===== config.mk =====
export PLATFORM = sky130hd
export DESIGN_NAME = abs_dif_arbiter
export DESIGN_NICKNAME = d
export VERILOG_FILES = /design/src/rtl/abs_dif_arbiter.sv
export SDC_FILE = /design/constraint.sdc
export NUM_CORES = 1
export LEC_CHECK = 0
export ABC_CLOCK_PERIOD_IN_PS = 3530
export CAP_MARGIN = 20
export CORE_UTILIZATION = 40
export DETAILED_ROUTE_END_ITERATION = 8
export PLACE_DENSITY = 0.65
export SETUP_SLACK_MARGIN = 0.02
export SLEW_MARGIN = 20
export SYNTH_ARGS = -nofsm -noshare
export SYNTH_HDL_FRONTEND = slang
export SYNTH_SLANG_ARGS = --single-unit

===== constraint.sdc =====
create_clock -name clk -period 3.53 [get_ports clk]
set_input_delay 0.5295 -clock clk [delete_from_list [all_inputs] [get_ports clk]]
set_output_delay 0.5295 -clock clk [all_outputs]
set_load 0.05 [all_outputs]

===== src/rtl/abs_dif_arbiter.sv =====
// Two-requester round-robin front end sharing one combinational |a-b| unit.
// One transaction in flight at a time: IDLE accepts, CALC computes, RESP holds the result.

module abs_dif (
    input  logic [3:0] a,
    input  logic [3:0] b,
    output logic [3:0] y
);
    assign y = (a >= b) ? (a - b) : (b - a);
endmodule

module abs_dif_arbiter #(
    parameter int CNT_W = 8
) (
    input  logic             clk,
    input  logic             rst_n,
    input  logic             req0_valid,
    input  logic [3:0]       req0_a,
    input  logic [3:0]       req0_b,
    output logic             req0_ready,
    input  logic             req1_valid,
    input  logic [3:0]       req1_a,
    input  logic [3:0]       req1_b,
    output logic             req1_ready,
    output logic             rsp_valid,
    input  logic             rsp_ready,
    output logic [3:0]       rsp_out,
    output logic             rsp_id,
    output logic             busy,
    output logic [CNT_W-1:0] cnt0,
    output logic [CNT_W-1:0] cnt1
);
    typedef enum logic [1:0] {IDLE, CALC, RESP} state_t;

    state_t     state_q, state_d;
    logic       last_q, last_d;
    logic [3:0] a_q, a_d;
    logic [3:0] b_q, b_d;
    logic       id_q, id_d;
    logic [3:0] rsp_out_q, rsp_out_d;
    logic       rsp_id_q, rsp_id_d;
    logic       rsp_valid_q, rsp_valid_d;

    logic       grant0, grant1;
    logic       rsp_fire;
    logic [3:0] abs_y;
    logic [1:0][CNT_W-1:0] cnt_all;

    // On a tie the requester that was not served last wins.
    always_comb begin
        grant0 = 1'b0;
        grant1 = 1'b0;
        if (state_q == IDLE) begin
            grant0 = req0_valid && (!req1_valid || last_q);
            grant1 = req1_valid && (!req0_valid || !last_q);
        end
    end

    assign req0_ready = grant0;
    assign req1_ready = grant1;
    assign rsp_fire   = (state_q == RESP) && rsp_ready;

    abs_dif u_abs_dif (
        .a (a_q),
        .b (b_q),
        .y (abs_y)
    );

    always_comb begin
        state_d     = state_q;
        last_d      = last_q;
        a_d         = a_q;
        b_d         = b_q;
        id_d        = id_q;
        rsp_out_d   = rsp_out_q;
        rsp_id_d    = rsp_id_q;
        rsp_valid_d = rsp_valid_q;
        case (state_q)
            IDLE: begin
                if (grant0) begin
                    a_d     = req0_a;
                    b_d     = req0_b;
                    id_d    = 1'b0;
                    state_d = CALC;
                end else if (grant1) begin
                    a_d     = req1_a;
                    b_d     = req1_b;
                    id_d    = 1'b1;
                    state_d = CALC;
                end
            end
            CALC: begin
                rsp_out_d   = abs_y;
                rsp_id_d    = id_q;
                rsp_valid_d = 1'b1;
                state_d     = RESP;
            end
            RESP: begin
                if (rsp_ready) begin
                    rsp_valid_d = 1'b0;
                    last_d      = rsp_id_q;
                    state_d     = IDLE;
                end
            end
            default: state_d = IDLE;
        endcase
    end

    always_ff @(posedge clk) begin
        if (!rst_n) begin
            state_q     <= IDLE;
            last_q      <= 1'b1;
            a_q         <= 4'd0;
            b_q         <= 4'd0;
            id_q        <= 1'b0;
            rsp_out_q   <= 4'd0;
            rsp_id_q    <= 1'b0;
            rsp_valid_q <= 1'b0;
        end else begin
            state_q     <= state_d;
            last_q      <= last_d;
            a_q         <= a_d;
            b_q         <= b_d;
            id_q        <= id_d;
            rsp_out_q   <= rsp_out_d;
            rsp_id_q    <= rsp_id_d;
            rsp_valid_q <= rsp_valid_d;
        end
    end

    // Per-requester saturating service counters, bumped on the response handshake.
    generate
        for (genvar gi = 0; gi < 2; gi++) begin : g_cnt
            logic [CNT_W-1:0] cnt_q, cnt_d;

            always_comb begin
                cnt_d = cnt_q;
                if (rsp_fire && (rsp_id_q == 1'(gi)) && (cnt_q != {CNT_W{1'b1}}))
                    cnt_d = cnt_q + CNT_W'(1);
            end

            always_ff @(posedge clk) begin
                if (!rst_n) cnt_q <= '0;
                else        cnt_q <= cnt_d;
            end

            assign cnt_all[gi] = cnt_q;
        end
    endgenerate

    assign cnt0      = cnt_all[0];
    assign cnt1      = cnt_all[1];
    assign rsp_valid = rsp_valid_q;
    assign rsp_out   = rsp_out_q;
    assign rsp_id    = rsp_id_q;
    assign busy      = (state_q != IDLE);
endmodule


==> metrics.log <==
INFO  metric placed_cells_incl_taps = roughly 300
INFO  metric diodes = 0
INFO  metric largest_net_degree_at_the_start_of_global_routing = 20
INFO  metric global_route.usage.total = 18.4%
INFO  metric synth.area.top_cells = dfxtp_1, ha_1, nand2_1, nor2_1, a311oi_1
INFO  metric power.share.switching = 32.3%
INFO  metric tightest_slew = 0.562 ns
INFO  metric synth-edff-count = 0
INFO  metric drt_first_pass_iters = 4
INFO  metric irDropWorstVdd = 0.194 mV
INFO  metric synthDominantAreaCellType = dfxtp_1
INFO  metric maximum_buffer_depth_of_the_clock_tree = 2
INFO  metric status = completed
INFO  metric setup.worst_path.class = input pin to output pin
INFO  metric clock_skew = 0.00615 ns
INFO  metric max_freq = 350 MHz
INFO  metric power.switching = roughly 0.3 mW
INFO  metric globalRouteOverflowTotal = 0
INFO  metric critPathCaptureType = output pin
INFO  metric synth.yosys.seq_area_share = 37.3%
INFO  metric total_leakage_power = 0.955 nW
INFO  metric cts_hold_bufs = 0
INFO  metric maxSlewViolCount = 0
INFO  metric die_height = 69.5 um
INFO  metric hold_viol = 0
INFO  metric avgViaCountPerCell = 5.49
INFO  metric core.rowCount = 24
INFO  metric setup-violations-final = 0
INFO  metric worst_slew_margin_relative_to_its_limit = 62.1%
INFO  metric num-fill-cells = 433
INFO  metric dp_hpwl = 2.99 mm
INFO  metric worst_ep_required_time = about 3.0 ns
INFO  metric worst_ep_arrival = 2.33 ns
INFO  metric crit_fanout = 10
INFO  metric number_of_library_cell_types_mapped_by_synthesis = 47
INFO  metric via_count_of_the_first_global_routing_pass = 1610
INFO  metric timing.final.crit_share = 80.9%
INFO  metric synthFlopType = dfxtp_1
INFO  metric setup.worst_path.start_class = input pin
INFO  metric io-pin-count = 46
INFO  metric p_int = roughly 0.64 mW
INFO  metric power_per_cell_area = 394 mW/mm^2
INFO  metric timing.final.crit_period = between 2 and 3 ns
INFO  metric yosysMostFrequentCell = dfxtp_1
INFO  metric initial_core_util = 41.9%
INFO  metric power.clock.fraction = roughly 28%
INFO  metric comb_power_share = a little over a quarter
INFO  metric globalplace.congestion = 0.767
INFO  metric ys_seq_elements = 34
INFO  metric cts.root.buffer_cell = clkbuf_8
INFO  metric drt_iter0_drc = 116
INFO  metric syn_nets = between 200 and 250
INFO  metric finalNetCount = 295
INFO  metric area_overhead_of_the_layout_relative_to_synthesis = 32.3%
INFO  metric post-synth-top-area-fraction = around 37%
INFO  metric clock-sinks = 34
INFO  metric number_of_buffers_added_on_ports = 45
INFO  metric wire_length_of_the_first_global_routing_pass = 7.20 mm
INFO  metric final_layout_size_suffix_gt1_share = approximately 5.3%
INFO  metric postSynthCellCount = 215
INFO  metric final.setup.tns = 0 ns
INFO  metric synth_top_cells_by_count = dfxtp_1, nand2_1, nor2_1, inv_1
INFO  metric asyncSetResetFlopFracSynth = 0%
INFO  metric post_detailed_route_wirelength_per_cell = about 13 um
INFO  metric h-tree-depth = 2
INFO  metric design.die.area = 0.00483 sq mm
INFO  metric ys_warn_count = 0
INFO  metric cts-resized-gates = 0
INFO  metric core-area = 0.00435 sq mm
INFO  metric die_width = slightly below 70 um
INFO  metric buffers_inserted_during_post_cts_setup_optimization = 0
INFO  metric grt_antenna_before_repair = 0
INFO  metric syn_avg_cell_area = 8.48 sq um
INFO  metric cts.reportedPaths.clkPinSlew = 0.06 ns
INFO  metric drc = 0
INFO  metric cts_inserted_buffers = 5
INFO  metric antenna_violating_nets_post_route = 0
INFO  metric max-cap-violations = 0
INFO  metric final_instance_count_excl_fillers = 315
INFO  metric post_synth_instance_area = 0.00182 sq mm
INFO  metric detailroute.via_count = between 1500 and 2000
INFO  metric drt-total-wl = about 4.0 mm
INFO  metric reg2reg_setup_slack = 1.58 ns
INFO  metric cts_tree = yes
INFO  metric hold_class = flop to flop
INFO  metric worst_skew_pair.late_latency = approximately 0.28 ns
INFO  metric power.share.sequential = 44.9%
INFO  metric grt_setup_unrepaired = no
==> per-layer routing <==
metal	up-vias	GRT usage, %	wire (um)
met5	-	0	0
met4	0	6.80	40
met2	31	29.2	1860
met3	4	3.63	120
met1	826	24.5	2000
li1	868	-	-
==> path summary, 6_finish.rpt <==
path | from | end | depth (start not counted)
setup / recovery | req0_valid | req1_ready | 5
hold / removal | id_q$_SDFFE_PN0P_ | rsp_id$_SDFFE_PN0P_ | 2
setup reg to reg | a_q[0]$_SDFFE_PN0P_ | rsp_out[3]$_SDFFE_PN0P_ | 7
hold reg to reg | id_q$_SDFFE_PN0P_ | rsp_id$_SDFFE_PN0P_ | 2
==> power by group through the flow <==
| stage | Sequential [mW] | Combinational, mW | Clock (mW) |
|---|---|---|---|
| after floorplan | 0.457 | 0.146 | 0 |
| after global placement | 0.435 | 0.251 | 0 |
| after detailed placement | 0.436 | 0.254 | 0 |
| after CTS | 0.427 | 0.256 | 0.280 |
| after global routing | 0.431 | 0.282 | 0.294 |
| final | 0.427 | 0.254 | 0.271 |
==> flip-flops by register name (all words and copies together) (netlist names) <==
register / count
a_q: 4
b_q: 4
cnt0: 8
cnt1: 8
id_q: 1
last_q: 1
rsp_id: 1
rsp_out: 4
rsp_valid: 1
state_q: 2
==> per-stage QoR <==
step | power, mW | util (%) | setup WS [ns] | hold slack, ns | cell area, sq um
after floorplan | 0.603 | - | 1.60 | 0.432 | 1820
after global placement | 0.686 | 53.6 | 0.701 | 0.445 | 2330
after detailed placement | 0.689 | 53.6 | 0.652 | 0.451 | 2330
after CTS | 0.963 | 55.4 | 0.648 | 0.460 | 2410
after global routing | 1.01 | 55.4 | 0.543 | 0.477 | 2410
final | 0.951 | 55.4 | 0.673 | 0.460 | 2410
==> cell type report <==
class                   instances  area, sq um  share of cell area [%]
flip-flops and latches         34          681                    28.2
clock buffers                   5         68.8                    2.85
inverters                      17         63.8                    2.64
well taps                      52         65.1                    2.70
multi-input cells             157         1050                    43.6
repair buffers                 48          473                    19.6
clock inverters                 2         10.0                   0.415
==> critical path: stages <==
cell             delay (ns)
clkdlybuf4s50_1        0.48
nand2_1                0.07
nand3_2                0.18
clkinv_1               0.28
clkdlybuf4s50_1        0.78
==> kinds of logic (layout without fill, tap and decap cells) <==
kind of cell,Yosys count,count (layout),synth area share (%)
AO/OA/AOI/OAI,52,52,20.5
AND/OR/NAND/NOR,82,82,22.8
adder cells (fa/ha/maj),11,11,8.37
multiplexers,3,3,1.65
XOR/XNOR,9,9,4.32
flip-flops,34,34,37.3
buffers and inverters,24,72,5.01
==> cells in the final DEF (no fill, tap or decap), types with 4 or more instances in the layout <==
cell type / synthesis / routed
o211ai_1: 4 / 4
inv_1: 15 / 15
a311oi_1: 8 / 8
dfxtp_1: 34 / 34
clkbuf_8: 0 / 5
nand2_1: 26 / 26
ha_1: 9 / 9
xor2_1: 6 / 6
a21oi_1: 9 / 9
clkdlybuf4s50_1: 0 / 45
nor2_1: 22 / 22
o21ai_0: 9 / 9
a211oi_1: 4 / 4
nand3_1: 8 / 8
(Power assumes the default switching activity.)
